## src/rtl/mcu_wr_sync_if.sv

```systemverilog
// MCU bus pins plus the decoded command outputs of mcu_wr_sync.
// The MCU side drives the strobes and bus; the write port drives the command outputs.
interface mcu_wr_sync_if #(
    parameter int unsigned DW     = 8,
    parameter int unsigned AW     = 16,
    parameter int unsigned NUM_CH = 8
);
    logic                   CS;
    logic                   WR;
    logic [AW-1:0]          MCUportL;
    logic [DW-1:0]          Din;
    logic [NUM_CH*DW-1:0]   gStateCmd;
    logic [DW-1:0]          gPlsCmd;
    logic                   pls_valid;
    logic [NUM_CH-1:0]      state_upd;
    logic                   wr_err;

    modport master (
        output CS, WR, MCUportL, Din,
        input  gStateCmd, gPlsCmd, pls_valid, state_upd, wr_err
    );

    modport slave (
        input  CS, WR, MCUportL, Din,
        output gStateCmd, gPlsCmd, pls_valid, state_upd, wr_err
    );
endinterface

```

## src/rtl/mcu_wr_sync.sv

```systemverilog
// Clocked MCU write port: synchronises the asynchronous WR|CS strobe and decodes
// committed writes into channel state registers, a timed pulse command and an error flag.
module mcu_wr_sync #(
    parameter int unsigned   DW          = 8,
    parameter int unsigned   AW          = 16,
    parameter int unsigned   NUM_CH      = 8,
    parameter int unsigned   SYNC_STAGES = 2,
    parameter int unsigned   PLS_HOLD    = 1,
    parameter logic [AW-1:0] PLS_ADDR    = 'h0001,
    parameter logic [AW-1:0] CLR_ADDR    = 'h0002,
    parameter logic [AW-1:0] STATE_BASE  = 'h0010
) (
    input  logic         CLK,
    input  logic         nRST,
    mcu_wr_sync_if.slave bus
);

    localparam int unsigned   HCW       = (PLS_HOLD > 1) ? $clog2(PLS_HOLD) : 1;
    localparam int unsigned   SDW       = NUM_CH * DW;
    localparam logic [HCW-1:0] HOLD_LOAD = HCW'(PLS_HOLD - 1);

    typedef enum logic [1:0] {
        WAIT_HIGH,
        IDLE,
        ACTIVE,
        COMMIT
    } state_e;

    state_e                 state_q,  state_d;
    logic [SYNC_STAGES-1:0] sync_q;
    logic [SYNC_STAGES-1:0] prime_q;
    logic [AW-1:0]          addr_q,   addr_d;
    logic [DW-1:0]          data_q,   data_d;
    logic [SDW-1:0]         st_q,     st_d;
    logic [DW-1:0]          pls_q,    pls_d;
    logic                   plsv_q,   plsv_d;
    logic [HCW-1:0]         cnt_q,    cnt_d;
    logic [NUM_CH-1:0]      upd_q,    upd_d;
    logic                   err_q,    err_d;

    logic          nwr_gbl;
    logic          s_wr;
    logic          prime_ok;
    logic [AW-1:0] ch_off;
    logic          hit_state;

    assign nwr_gbl  = bus.WR | bus.CS;
    assign s_wr     = sync_q[SYNC_STAGES-1];
    // The chain resets to 1, so WAIT_HIGH trusts s_wr only once it holds a post-reset sample.
    assign prime_ok = prime_q[SYNC_STAGES-1];

    assign ch_off    = addr_q - STATE_BASE;
    assign hit_state = (addr_q >= STATE_BASE) && (ch_off < AW'(NUM_CH));

    always_comb begin
        state_d = state_q;
        addr_d  = addr_q;
        data_d  = data_q;
        st_d    = st_q;
        pls_d   = pls_q;
        plsv_d  = plsv_q;
        cnt_d   = cnt_q;
        upd_d   = '0;
        err_d   = err_q;

        // Pulse hold; a pulse commit below overrides this (retrigger).
        if (plsv_q) begin
            if (cnt_q == '0) begin
                pls_d  = '0;
                plsv_d = 1'b0;
            end else begin
                cnt_d = cnt_q - HCW'(1);
            end
        end

        case (state_q)
            WAIT_HIGH: begin
                if (s_wr && prime_ok) state_d = IDLE;
            end
            IDLE: begin
                if (!s_wr) state_d = ACTIVE;
            end
            ACTIVE: begin
                addr_d = bus.MCUportL;
                data_d = bus.Din;
                if (s_wr) state_d = COMMIT;
            end
            COMMIT: begin
                state_d = IDLE;
                if (hit_state) begin
                    for (int unsigned i = 0; i < NUM_CH; i++) begin
                        if (ch_off == AW'(i)) begin
                            st_d[i*DW +: DW] = data_q;
                            upd_d[i]         = 1'b1;
                        end
                    end
                end else if (addr_q == PLS_ADDR) begin
                    pls_d  = data_q;
                    plsv_d = 1'b1;
                    cnt_d  = HOLD_LOAD;
                end else if (addr_q == CLR_ADDR) begin
                    err_d = 1'b0;
                end else begin
                    err_d = 1'b1;
                end
            end
            default: state_d = WAIT_HIGH;
        endcase
    end

    always_ff @(posedge CLK or negedge nRST) begin
        if (!nRST) begin
            state_q <= WAIT_HIGH;
            sync_q  <= '1;
            prime_q <= '0;
            addr_q  <= '0;
            data_q  <= '0;
            st_q    <= '0;
            pls_q   <= '0;
            plsv_q  <= 1'b0;
            cnt_q   <= '0;
            upd_q   <= '0;
            err_q   <= 1'b0;
        end else begin
            state_q <= state_d;
            sync_q  <= {sync_q[SYNC_STAGES-2:0], nwr_gbl};
            prime_q <= {prime_q[SYNC_STAGES-2:0], 1'b1};
            addr_q  <= addr_d;
            data_q  <= data_d;
            st_q    <= st_d;
            pls_q   <= pls_d;
            plsv_q  <= plsv_d;
            cnt_q   <= cnt_d;
            upd_q   <= upd_d;
            err_q   <= err_d;
        end
    end

    assign bus.gStateCmd = st_q;
    assign bus.gPlsCmd   = pls_q;
    assign bus.pls_valid = plsv_q;
    assign bus.state_upd = upd_q;
    assign bus.wr_err    = err_q;

endmodule
```

## src/flat_wrapper.sv

```systemverilog
// flat-port wrapper written by rule: the top's interface ports become plain ports
module mcu_wr_sync_flat 
#(
    parameter int unsigned   DW          = 8,
    parameter int unsigned   AW          = 16,
    parameter int unsigned   NUM_CH      = 8,
    parameter int unsigned   SYNC_STAGES = 2,
    parameter int unsigned   PLS_HOLD    = 1,
    parameter logic [AW-1:0] PLS_ADDR    = 'h0001,
    parameter logic [AW-1:0] CLR_ADDR    = 'h0002,
    parameter logic [AW-1:0] STATE_BASE  = 'h0010
)
  (CLK, nRST, bus_CS, bus_WR, bus_MCUportL, bus_Din, bus_gStateCmd, bus_gPlsCmd, bus_pls_valid, bus_state_upd, bus_wr_err);
  mcu_wr_sync_if #(.DW(DW), .AW(AW), .NUM_CH(NUM_CH)) bus_i ();
  input  logic CLK;
  input  logic nRST;
  input wire logic [$bits(bus_i.CS)-1:0] bus_CS;
  input wire logic [$bits(bus_i.WR)-1:0] bus_WR;
  input wire logic [$bits(bus_i.MCUportL)-1:0] bus_MCUportL;
  input wire logic [$bits(bus_i.Din)-1:0] bus_Din;
  output wire logic [$bits(bus_i.gStateCmd)-1:0] bus_gStateCmd;
  output wire logic [$bits(bus_i.gPlsCmd)-1:0] bus_gPlsCmd;
  output wire logic [$bits(bus_i.pls_valid)-1:0] bus_pls_valid;
  output wire logic [$bits(bus_i.state_upd)-1:0] bus_state_upd;
  output wire logic [$bits(bus_i.wr_err)-1:0] bus_wr_err;
  assign bus_i.CS = bus_CS;
  assign bus_i.WR = bus_WR;
  assign bus_i.MCUportL = bus_MCUportL;
  assign bus_i.Din = bus_Din;
  assign bus_gStateCmd = bus_i.gStateCmd;
  assign bus_gPlsCmd = bus_i.gPlsCmd;
  assign bus_pls_valid = bus_i.pls_valid;
  assign bus_state_upd = bus_i.state_upd;
  assign bus_wr_err = bus_i.wr_err;
  mcu_wr_sync #(.DW(DW), .AW(AW), .NUM_CH(NUM_CH), .SYNC_STAGES(SYNC_STAGES), .PLS_HOLD(PLS_HOLD), .PLS_ADDR(PLS_ADDR), .CLR_ADDR(CLR_ADDR), .STATE_BASE(STATE_BASE)) u_core (.CLK(CLK), .nRST(nRST), .bus(bus_i));
endmodule
```

## config.mk

```make
export PLATFORM = sky130hd
export DESIGN_NAME = mcu_wr_sync_flat
export DESIGN_NICKNAME = d
export VERILOG_FILES = /design/src/rtl/mcu_wr_sync_if.sv /design/src/rtl/mcu_wr_sync.sv /design/src/flat_wrapper.sv
export SDC_FILE = /design/constraint.sdc
export NUM_CORES = 1
export LEC_CHECK = 0
export CAP_MARGIN = 30
export CORE_MARGIN = 1
export CORE_UTILIZATION = 50
export DETAILED_ROUTE_END_ITERATION = 6
export HOLD_SLACK_MARGIN = 0.03
export PLACE_DENSITY = 0.8
export SLEW_MARGIN = 40
export SYNTH_ARGS = -nofsm -noshare
export SYNTH_HDL_FRONTEND = slang
export SYNTH_SLANG_ARGS = --single-unit
```

## constraint.sdc

```tcl
create_clock -name CLK -period 4.5 [get_ports CLK]
set_clock_uncertainty 0.2 [all_clocks]
set_input_delay 0.45 -clock CLK [delete_from_list [all_inputs] [get_ports CLK]]
set_output_delay 0.45 -clock CLK [all_outputs]
set_load 0.1 [all_outputs]
```

==> results.md, run 1 <==
* Dominant cell type by area after synthesis: dfrtp_1
* Num CTS Buffers at 17
* Synth top area cells: dfrtp_1, mux2_2, mux2_4
* Crit. End Element: flop
* Class of the worst hold path: flop to flop
* Setup tns final at 0 ps
* Initial antenna violation count at 0
* Synth Cell Area at between 4000 and 5000 um^2
* DIE WIDTH at approximately 98 um
* Fmax at between 0.4 and 0.5 GHz
* Die height at 97.65 um
* Largest net degree at the start of global routing at between 80 and 90
* Crit share post-route at a little over half
* Seq/Total Area, Yosys at between 60% and 70%
* Total core area at 8806 um^2
* Top_reg_cell synth: dfrtp_1
* Synthesis-to-layout area growth at 29.46%
* Pins Over Slew Limit at 0
* Clock Tree Buf Depth at 2
* Final WS setup at about 2100 ps
* R2R setup slack at around 2100 ps
* Maxcap violations at 0
* Syn Inst Count at about 310
* Layout cell share with drive strength beyond 1 at about 48%
* Critical path's top delay family: simple AND/OR/NAND/NOR gates
* CTS root buffer: clkbuf_8
* Failing checks: DRC
* Peak VDD IR at between 0.0003 and 0.0004 V
* ANT cells at 0
* Unrepaired setup endpoints after global routing: no
* Fin Hold WS at roughly 160 ps
* HPWL after detailed placement at between 6 and 7 mm
* Flops & latches, synth at 113
* Ports at 110
* Post-CTS sizing at 0
* Leading cell types in the layout, fill and taps excluded: dfrtp_1, buf_2, mux2_2
* Reg area at approximately 2800 um^2
* Hold violation count in the final report at 0
* Via count at about 2800
* Top cell type's share of synthesized area at approximately three fifths
* Syn Area/Cell at between 10 and 15 um^2
* Post-CTS Hold Buffers at 1
* Most common cell after layout, fill and taps aside: dfrtp_1
* Area taken by multi-input logic gates at 1655 um^2
* Iter 0 DRT Violations at ~120
* CP Data Arrival Time at ~2600 ps
* Vias per cell at between 5 and 6
* WL final at about 9.3 mm
* I/O Buffers at approximately 110
* First-pass GRT wire length at ~16 mm
* Number of enable flip-flop cells after synthesis at 0
* Routed WL per cell at about 17 um
* CTS tree: built
* # fillers at 619
* Placed cell area at between 5000 and 6000 um^2
* Fraction of registers with async set/reset at 100.0%
* Worst Path Max Fanout at 8
* Unique cell type count in the Yosys netlist at 34
* Ys Warns at 0
* Setup CP Type: flop to flop
* HP Start: u_core.prime_q[0]
* Slowest CP cell: or4_4
* Site Rows at 34
* Vias in the first global route at 2909
* Fin crit period at approximately 2400 ps
* CP required at ~4700 ps
* Crit-path max cell delay at between 500 and 600 ps
* WP buf/inv at 0
* Initial Util at around 52%
* Global placement routability congestion at ~0.8
* Drt pass-1 iters at 6
* Max_slew headroom at a little under three fifths
* Crit. Startpoint: u_core.addr_q[7]
* Post-route cell area at around 6000 um^2
* Total GRT Usage at between 20 and 25%
* Total Die Area at approximately 9500 um^2
* Critical Path, Cell by Cell: or4_4 > or3_1 > nor2_8 > mux2_4
* Final nets at 459
* Post-DRT Antenna Nets at 0
* WP depth at 4
* Final setup vio count at 0
* H-Tree Depth at 4
* R2R Path Start: u_core.addr_q[7]
* Placed Cells at 515
* CTS sink cnt at about 110
* Pleak at 3.104 nW
* Worst R2R Path Depth at 4
* CTS clk-pin slew, worst paths at around 50 ps
* Net Count, Synth at 337
* Setup crit end: u_core.bus.gStateCmd[35]
* Startpoint Class: flop
* Power per cell area at roughly 520 nW/um^2
* Skew-Pair Late Insertion Delay at 510 ps
* Outcome: finished with violations
* Post-Place Setup Slack at ~2100 ps
* Post-route DRC at 13
* Non-Filler Instances at between 500 and 600
* Measured slew at the worst slew-check pin at 669.6 ps
* R2R Path End: u_core.bus.gStateCmd[35]
* Number of post-CTS setup repair buffers at 0
* Grt ovf at 0
==> final cells by class <==
type | instances | share of cell area, %
Clock inverter | 13 | 1.902
Multi-Input combinational cell | 172 | 27.95
Timing Repair Buffer | 111 | 11.85
Tap cell | 108 | 2.282
Clock buffer | 19 | 7.458
Sequential cell | 113 | 47.79
Inverter | 12 | 0.7606
==> where the power goes <==
group	switching [mW]	internal [mW]	leakage, nW	total, mW
Clock	0.458	0.756	0.258	1.21
Combinational	0.312	0.200	1.34	0.512
Sequential	0.210	1.15	1.51	1.36
==> Yosys cell counts (all sizes together) (3+ instances only) <==
| cell | instances |
|---|---|
| dfrtp | 111 |
| mux2 | 79 |
| nand2 | 22 |
| nor2 | 19 |
| inv | 12 |
| o21ai | 11 |
| mux2i | 8 |
| buf | 5 |
| nor4 | 5 |
| ha | 4 |
| nand3 | 4 |
| clkbuf | 3 |
==> state kept, by name, indices dropped and copies added, names as in the netlist <==
register	flops
u_core.cnt_q	1
u_core.sync_q	2
u_core.addr_q	16
u_core.bus.wr_err	1
u_core.prime_q	2
u_core.bus.gPlsCmd	8
u_core.bus.pls_valid	1
u_core.bus.gStateCmd	64
u_core.state_q	2
u_core.bus.state_upd	8
u_core.data_q	8
==> stage by stage <==
stage / power, mW / utilization, %
CTS: 3.113 / 67.22
finish: 3.089 / 67.25
floorplan: 1.700 / -
global placement: 1.878 / 65.40
detailed placement: 1.891 / 60.81
global route: 3.240 / 67.25
==> cells by family (layout without fill, tap and decap cells) <==
| logic type | Yosys count | in the layout | synth area share [%] |
|---|---|---|---|
| multiplexers | 87 | 87 | 23.17 |
| buffers and inverters | 20 | 155 | 1.997 |
| adder cells (fa/ha/maj) | 4 | 4 | 1.094 |
| AND/OR/NAND/NOR | 65 | 65 | 10.07 |
| other | 1 | 1 | 0.08198 |
| AO/OA/AOI/OAI | 15 | 15 | 1.723 |
| flip-flops | 113 | 113 | 61.87 |
==> how the worst min path moves through the flow <==
stage,endpoint,depth (start not counted)
floorplan,u_core.addr_q[0],0
global placement,u_core.prime_q[1],0
detailed placement,u_core.prime_q[1],0
CTS,u_core.prime_q[1],0
global route,u_core.prime_q[1],0
finish,u_core.prime_q[1],0
==> metal layers <==
| layer | up-vias | wire (um) | track usage, % |
|---|---|---|---|
| li1 | 1302 | - | - |
| met1 | 1419 | 4233 | 29.71 |
| met2 | 80 | 4559 | 34.26 |
| met3 | 17 | 377 | 5.036 |
| met4 | 0 | 169 | 10.26 |
| met5 | - | 0 | 0 |
(Power assumes the default switching activity.)
==> run 2: changes to the inputs <==
- CORE_UTILIZATION: 50 -> 49
- PLACE_DENSITY: 0.8 -> 0.79
- clock period: 4.5 -> 2.31 ns (I/O delays scaled with it)
==> run 2 against run 1 <==
Net effect: the run now ends clean; register-to-register slack got worse by 2000 ps; core utilization rose by 2.9 points; sequential power rose by 96%; combinational power rose by 110%; clock power rose by 110%; flip-flop and latch count did not move; setup slack got worse by 2000 ps; sequential share of layout area fell by 2.4 points; fmax rose by 7.4%; hold slack got worse by 63 ps; global-route usage rose by 0.17 points; non-clock buffer count rose by 8; largest cell class unchanged.
==> results.md, run 2 (synthesis gave the netlist of run 1 again) <==
* CP required at 2500 ps (was 4690 ps)
* Fin crit period at 2248 ps (was 2414 ps)
* Initial Util at 51.45% (was 51.95%)
* Post-Place Setup Slack at -56.63 ps (was 2119 ps)
* Fmax at 0.4449 GHz (was 0.4143 GHz)
* Grt ovf at 0 (unchanged)
* Outcome: finished, final reports clean (was finished with violations)
* Num CTS Buffers at 17 (unchanged)
* Largest net degree at the start of global routing at 114 (was 86)
* Class of the worst hold path: input port to flop (was flop to flop)
* Final core occ at 70.11% (was 67.25%)
* Vias per cell at 5.133 (was 5.142)
* Tot Pwr at 6.248 mW (was 3.089 mW)
* Via count at 2849 (was 2818)
* Maxcap violations at 0 (unchanged)
* CTS tree: built (unchanged)
* First-pass GRT wire length at 16.22 mm (was 15.66 mm)
* Total GRT Usage at 22.26% (was 22.10%)
* Routed WL per cell at 17.65 um (was 17.04 um)
* Crit. End Element: flop (unchanged)
* Pins Over Slew Limit at 0 (unchanged)
* Power per cell area at 1002 nW/um^2 (was 521.6 nW/um^2)
* I/O Buffers at 109 (unchanged)
* Most common cell after layout, fill and taps aside: dfrtp_1 (unchanged)
* Drt pass-1 iters at 4 (was 6)
* R2R Path Start: u_core.addr_q[7] (unchanged)
* Final WS setup at 62.15 ps (was 2086 ps)
* Startpoint Class: flop (unchanged)
* Vias in the first global route at 3057 (was 2909)
* Total core area at 8891 um^2 (was 8806 um^2)
* Worst Path Max Fanout at 8 (unchanged)
* Max reg flops at 64 (unchanged)
* H-Tree Depth at 4 (unchanged)
* Pleak at 3.167 nW (was 3.104 nW)
* Crit. Startpoint: u_core.addr_q[7] (unchanged)
* Ports at 110 (unchanged)
* Setup tns final at 0 ps (unchanged)
* CTS clk-pin slew, worst paths at 60 ps (was 50 ps)
* Site Rows at 34 (unchanged)
* DIE WIDTH at 98.62 um (was 97.65 um)
* Max_slew headroom at 61.09% (was 55.36%)
* Global placement routability congestion at 0.7492 (was 0.7895)
* HPWL after detailed placement at 6.715 mm (was 6.479 mm)
* Hold violation count in the final report at 0 (unchanged)
* Iter 0 DRT Violations at 81 (was 123)
* Die height at 98.62 um (was 97.65 um)
* Initial antenna violation count at 0 (unchanged)
* Post-route DRC at 0 (was 13)
* CTS sink cnt at 113 (unchanged)
* Total Die Area at 9726 um^2 (was 9536 um^2)
* Peak VDD IR at 0.0006061 V (was 0.0003155 V)
* Layout cell share with drive strength beyond 1 at 48.10% (was 47.50%)
* CTS root buffer: clkbuf_8 (unchanged)
* HP Start: bus_WR (was u_core.prime_q[0])
* Clock Tree Buf Depth at 2 (unchanged)
* Synthesis-to-layout area growth at 36.27% (was 29.46%)
* Unrepaired setup endpoints after global routing: no (unchanged)
* Placed cell area at 5639 um^2 (was 5355 um^2)
* Crit share post-route at 97.31% (was 53.64%)
* Post-DRT Antenna Nets at 0 (unchanged)
* CP Data Arrival Time at 2440 ps (was 2600 ps)
* Skew-Pair Late Insertion Delay at 500 ps (was 510 ps)
* Final setup vio count at 0 (unchanged)
* Setup CP Type: flop to flop (unchanged)
* ANT cells at 0 (unchanged)
* WL final at 9.797 mm (was 9.340 mm)
* Leading cell types in the layout, fill and taps excluded: dfrtp_1, buf_4, mux2_2 (was dfrtp_1, buf_2, mux2_2)
* Final nets at 467 (was 459)
* Post-route cell area at 6233 um^2 (was 5922 um^2)
* Measured slew at the worst slew-check pin at 583.6 ps (was 669.6 ps)
[run 2: worst paths after layout]
check	slack, ps	cells after the start	to
min in group asynchronous	150	3	u_core.addr_q[3]
worst max-delay path	60	4	u_core.bus.gStateCmd[17]
max in group asynchronous	1330	3	u_core.bus.gPlsCmd[0]
worst max register to register	60	4	u_core.bus.gStateCmd[17]
worst min-delay path	90	2	u_core.sync_q[0]
worst min register to register	150	0	u_core.prime_q[1]
[run 2: report_power, final]
group | internal, mW | total, mW | switching [mW]
logic | 0.439 | 1.06 | 0.623
registers | 2.25 | 2.67 | 0.429
clock network | 1.65 | 2.51 | 0.858
[run 2: critical path, stage by stage (launching register included)]
cell and delay, ps:
dfrtp_1 390, or4_4 550, or3_4 420, nor2_8 250
mux2_4 330
[run 2: what timing repair did]
item	in CTS	in global routing
endpoints found under the hold margin	113	0
endpoints found under the setup margin	32	0
buffers inserted	0	0
hold buffers	1	0
resized for setup	2	0
[run 2: cell type report]
type	instances	area (um^2)
clock inverters	11	138.9
well taps	108	135.1
repair buffers	119	985.9
clock buffers	20	435.4
inverters	12	45.04
multi-input cells	172	1663
fillers	588	2658
flip-flops and latches	113	2830
[run 2: stage by stage]
step	hold WS, ps	instances
final	92.30	555
after global routing	81.85	555
after CTS	77.27	555
after detailed placement	138.7	523
after global placement	132.8	523
after floorplan	-264.6	305
[run 2: per-layer routing]
metal	track usage, %	routed length [um]
met5	0	0
met4	8.611	54
met3	5.177	389
met2	36.40	4998
met1	29.09	4355
==> run 3: changes to the inputs <==
- CORE_MARGIN: 1 -> 5
- CORE_UTILIZATION: 49 -> 45
- PLACE_DENSITY: 0.79 -> 0.74
==> run 3 against run 2 <==
Net effect: sequential power about the same; routed wire length up 2.2%; die area increased by 26%; first-iteration DRC count up 19%; critical path depth increased by 1; global-route usage down 5.2 points; non-clock buffer count grew 6; setup slack lost 52 ps; critical path type unchanged; critical endpoint is now u_core.bus.gStateCmd[6].
==> results.md, run 3 (synthesis gave the netlist of run 1 again) <==
* Critical Path, Cell by Cell: or4_4 > or3_4 > buf_8 > nor2_8 > mux2_4 (was or4_4 > or3_4 > nor2_8 > mux2_4)
* Crit share post-route at 99.55% (was 97.31%)
* Post-Place Setup Slack at -78.07 ps (was -56.63 ps)
* Setup tns final at 0 ps (unchanged)
* Maxcap violations at 0 (unchanged)
* Total GRT Usage at 17.06% (was 22.26%)
* Clock Tree Buf Depth at 2 (unchanged)
* Worst Path Max Fanout at 8 (unchanged)
* Reg area at 2830 um^2 (unchanged)
* Crit-path max cell delay at 550 ps (about the same)
* H-Tree Depth at 4 (unchanged)
* Skew-Pair Late Insertion Delay at 510 ps (was 500 ps)
* Crit. End Element: flop (unchanged)
* Post-route DRC at 0 (unchanged)
* Outcome: finished, final reports clean (unchanged)
* Fin Hold WS at 93.09 ps (was 92.30 ps)
* Grt ovf at 0 (unchanged)
* DIE WIDTH at 110.8 um (was 98.62 um)
* Power per cell area at 975.6 nW/um^2 (was 1002 nW/um^2)
* Area taken by multi-input logic gates at 1663 um^2 (unchanged)
* Startpoint Class: flop (unchanged)
* WP buf/inv at 1 (was 0)
* Tot Pwr at 6.160 mW (was 6.248 mW)
* Initial Util at 46.37% (was 51.45%)
* Hold violation count in the final report at 0 (unchanged)
* Synthesis-to-layout area growth at 38.02% (was 36.27%)
* Pleak at 3.185 nW (was 3.167 nW)
* CTS clk-pin slew, worst paths at 50 ps (was 60 ps)
* Most common cell after layout, fill and taps aside: dfrtp_1 (unchanged)
* CTS tree: built (unchanged)
* Die height at 110.8 um (was 98.62 um)
* Peak VDD IR at 0.0005085 V (was 0.0006061 V)
* Global placement routability congestion at 0.7583 (was 0.7492)
* Post-DRT Antenna Nets at 0 (unchanged)
* Setup CP Type: flop to flop (unchanged)
* ANT cells at 0 (unchanged)
* HPWL after detailed placement at 7.095 mm (was 6.715 mm)
* Net Sw Frac at 31.19% (was 30.57%)
* Non-Filler Instances at 587 (was 555)
* Internal at 4.239 mW (was 4.338 mW)
* Total core area at 9864 um^2 (was 8891 um^2)
* Fin crit period at 2300 ps (was 2248 ps)
* Critical path's top delay family: simple AND/OR/NAND/NOR gates (unchanged)
* Measured slew at the worst slew-check pin at 604.4 ps (was 583.6 ps)
* Slowest CP cell: or4_4 (unchanged)
* Ports at 110 (unchanged)
* Layout cell share with drive strength beyond 1 at 49.12% (was 48.10%)
* Vias per cell at 4.920 (was 5.133)
* Clock power share at 39.1% (was 40.2%)
* CP Data Arrival Time at 2490 ps (was 2440 ps)
* I/O Buffers at 109 (unchanged)
* Initial antenna violation count at 0 (unchanged)
* Max reg flops at 64 (unchanged)
* Drt pass-1 iters at 4 (unchanged)
* Vias in the first global route at 3140 (was 3057)
* Final setup vio count at 0 (unchanged)
* Total Die Area at 12280 um^2 (was 9726 um^2)
* CTS root buffer: clkbuf_8 (unchanged)
* First-pass GRT wire length at 16.51 mm (was 16.22 mm)
* CP required at 2500 ps (about the same)
* Largest net degree at the start of global routing at 114 (unchanged)
* Fmax at 0.4349 GHz (was 0.4449 GHz)
* Comb power frac at 17.8% (was 17.0%)
* Site Rows at 36 (was 34)
* Final WS setup at 10.47 ps (was 62.15 ps)
* Num CTS Buffers at 17 (unchanged)
* Class of the worst hold path: input port to flop (unchanged)
* Sw Pwr at 1.921 mW (was 1.910 mW)
* # fillers at 736 (was 588)
* Reg power frac at 43.1% (was 42.8%)
* Unrepaired setup endpoints after global routing: yes (was no)
* Max_slew headroom at 59.71% (was 61.09%)
* CTS sink cnt at 113 (unchanged)
* Final nets at 473 (was 467)
* Placed Cells at 551 (was 523)
* Via count at 2888 (was 2849)
* Routed WL per cell at 17.06 um (was 17.65 um)
* WL final at 10.02 mm (was 9.797 mm)
* Leading cell types in the layout, fill and taps excluded: dfrtp_1, buf_4, mux2_2 (unchanged)
* Iter 0 DRT Violations at 96 (was 81)
* Pins Over Slew Limit at 0 (unchanged)
[run 3: metal layers]
layer  track usage [%]  vias up  wire length (um)
met5                 0        -                 0
met1             21.67     1458              4457
li1                  -     1333                 -
met2             27.35       86              4825
met3             6.605       11               667
met4             4.680        0                65
[run 3: repair_timing]
item,4_1_cts,5_1_grt
hold endpoints to repair,113,0
buffers inserted,1,2
setup endpoints to repair,35,24
hold buffers,1,0
gates resized for setup,1,3
pin swaps,3,2
[run 3: metrics by stage]
stage | util [%] | instance area (um^2)
2_1_floorplan | - | 4574
6_report | 64.00 | 6314
4_1_cts | 63.60 | 6274
5_1_grt | 64.00 | 6314
3_3_place_gp | 57.58 | 5680
3_5_place_dp | 57.58 | 5680
[run 3: area by class of cell]
cell class	instances	area share [%]
clock buffers	18	6.619
clock inverters	14	2.220
inverters	12	0.7134
multi-input cells	172	26.34
flip-flops and latches	113	44.83
well taps	133	2.636
repair buffers	125	16.65
[run 3: worst paths after layout]
check	slack [ps]	depth (start not counted)	end	start
setup / recovery	10	5	u_core.bus.gStateCmd[6]	u_core.addr_q[8]
hold / removal	90	2	u_core.sync_q[0]	bus_WR
setup reg to reg	10	5	u_core.bus.gStateCmd[6]	u_core.addr_q[8]
hold reg to reg	150	0	u_core.prime_q[1]	u_core.prime_q[0]
max in group asynchronous	1310	3	u_core.bus.gStateCmd[42]	nRST
min in group asynchronous	120	3	u_core.data_q[6]	nRST
[run 3: power groups by stage]
stage	logic (mW)	clock network, mW	registers, mW
final	1.09	2.41	2.66
after global routing	1.20	2.55	2.71
after CTS	1.10	2.44	2.66
after detailed placement	1.08	0	2.69
after global placement	1.06	0	2.68
after floorplan	0.598	0	2.71
==> RTL edit (flow settings as in run 3) <==
`NUM_CH` is set to 8 in 3 places; all go to 9.
--- a/src/rtl/mcu_wr_sync_if.sv
+++ b/src/rtl/mcu_wr_sync_if.sv
@@ -3,7 +3,7 @@
 interface mcu_wr_sync_if #(
     parameter int unsigned DW     = 8,
     parameter int unsigned AW     = 16,
-    parameter int unsigned NUM_CH = 8
+    parameter int unsigned NUM_CH = 9
 );
     logic                   CS;
     logic                   WR;
--- a/src/rtl/mcu_wr_sync.sv
+++ b/src/rtl/mcu_wr_sync.sv
@@ -3,7 +3,7 @@
 module mcu_wr_sync #(
     parameter int unsigned   DW          = 8,
     parameter int unsigned   AW          = 16,
-    parameter int unsigned   NUM_CH      = 8,
+    parameter int unsigned   NUM_CH      = 9,
     parameter int unsigned   SYNC_STAGES = 2,
     parameter int unsigned   PLS_HOLD    = 1,
     parameter logic [AW-1:0] PLS_ADDR    = 'h0001,
--- a/src/flat_wrapper.sv
+++ b/src/flat_wrapper.sv
@@ -3,7 +3,7 @@
 #(
     parameter int unsigned   DW          = 8,
     parameter int unsigned   AW          = 16,
-    parameter int unsigned   NUM_CH      = 8,
+    parameter int unsigned   NUM_CH      = 9,
     parameter int unsigned   SYNC_STAGES = 2,
     parameter int unsigned   PLS_HOLD    = 1,
     parameter logic [AW-1:0] PLS_ADDR    = 'h0001,
Ports: changed (resized bus_gStateCmd and bus_state_upd); port bits go from 110 to 119. No check against the original RTL was run, so the function may have changed too.
==> RTL edit against run 3 <==
  * Routed wire length grew 17%
  * Core utilization grew 0.87 points
  * Area after synthesis up 5.0%
  * First-iteration DRC count up 90%
  * Setup slack better by 0.094 ns
  * Sequential power rose by 12%
  * Sequential cell count grew 9
  * Final area grew 6.6%
  * Synthesized cell count is 10% higher
  * Power increased by 20%
  * Worst hold slack worse by 0.031 ns
==> RTL edit: results (changes against run 3) <==
status: completed (unchanged)
wire length per cell: 18.7 um (was 17.1 um)
share of post-route cells with drive strength above 1: 0.505 (was 0.491)
vias in the first global route: 3473 (was 3140)
Worst path slowest cell: dfrtp_1 (was or4_4)
Critical Path AT: 2.39 ns (was 2.49 ns)
largest net degree at the start of global routing: 50 (was 114)
Net Count, Synth: 369 (was 337)
dpl ws: -0.0438 ns (was -0.0781 ns)
Pleak: 3.33 nW (was 3.19 nW)
first-pass GRT wire length: 18700 um (was 16500 um)
WL met1: 4870 um (was 4460 um)
Fillers: 786 (was 736)
reg2reg start: u_core.addr_q[11] (was u_core.addr_q[8])
Final clock-cell share: 0.0950 (was 0.0884)
Vias: 3276 (was 2888)
Port Buffer Count: 118 (was 109)
max reg flops: 72 (was 64)
top post-synthesis cells by area: dfrtp_1 (63%), mux2_2 (20%), nand2_1 (1.9%) (was dfrtp_1 (61%), mux2_2 (13%), mux2_4 (7.9%))
metal3 WL: 878 um (was 667 um)
first drt pass iteration count: 5 (was 4)
Placed Area: 5990 um2 (was 5680 um2)
CTS Sinks: 122 (was 113)
Sw Ratio: 0.340 (was 0.312)
Non-Clock Inverter Count: 11 (was 12)
placed instance count: 589 (was 551)
postcts setup bufs: 2 (was 1)
-- RTL edit: changes by cell type after synthesis, sizes merged, moves of 2 or more --
cell,delta
clkbuf,+10
dfrtp,+9
and2,-2
nand4,+4
nand2,+2
nor4b,+4
nor2,-9
nor3,+7
or3,-2
mux2,+9
-- RTL edit: power by group through the flow --
| stage | Clock (mW) | Combinational (mW) | Sequential [mW] |
|---|---|---|---|
| floorplan | 0 | 0.809 | 3.15 |
| global placement | 0 | 1.52 | 2.99 |
| detailed placement | 0 | 1.55 | 3.00 |
| CTS | 2.87 | 1.57 | 2.97 |
| global route | 2.97 | 1.69 | 3.02 |
| finish | 2.82 | 1.58 | 2.98 |
-- RTL edit: cells by family after synthesis --
family | after synthesis | share of synthesized area
AOI/OAI and AO/OA | 16 | 0.0188
adders and majority gates | 4 | 0.0104
buffers and inverters | 29 | 0.0240
DFF | 122 | 0.636
muxes | 96 | 0.223
other | 1 | 0.000781
and+or+nand+nor | 69 | 0.0870
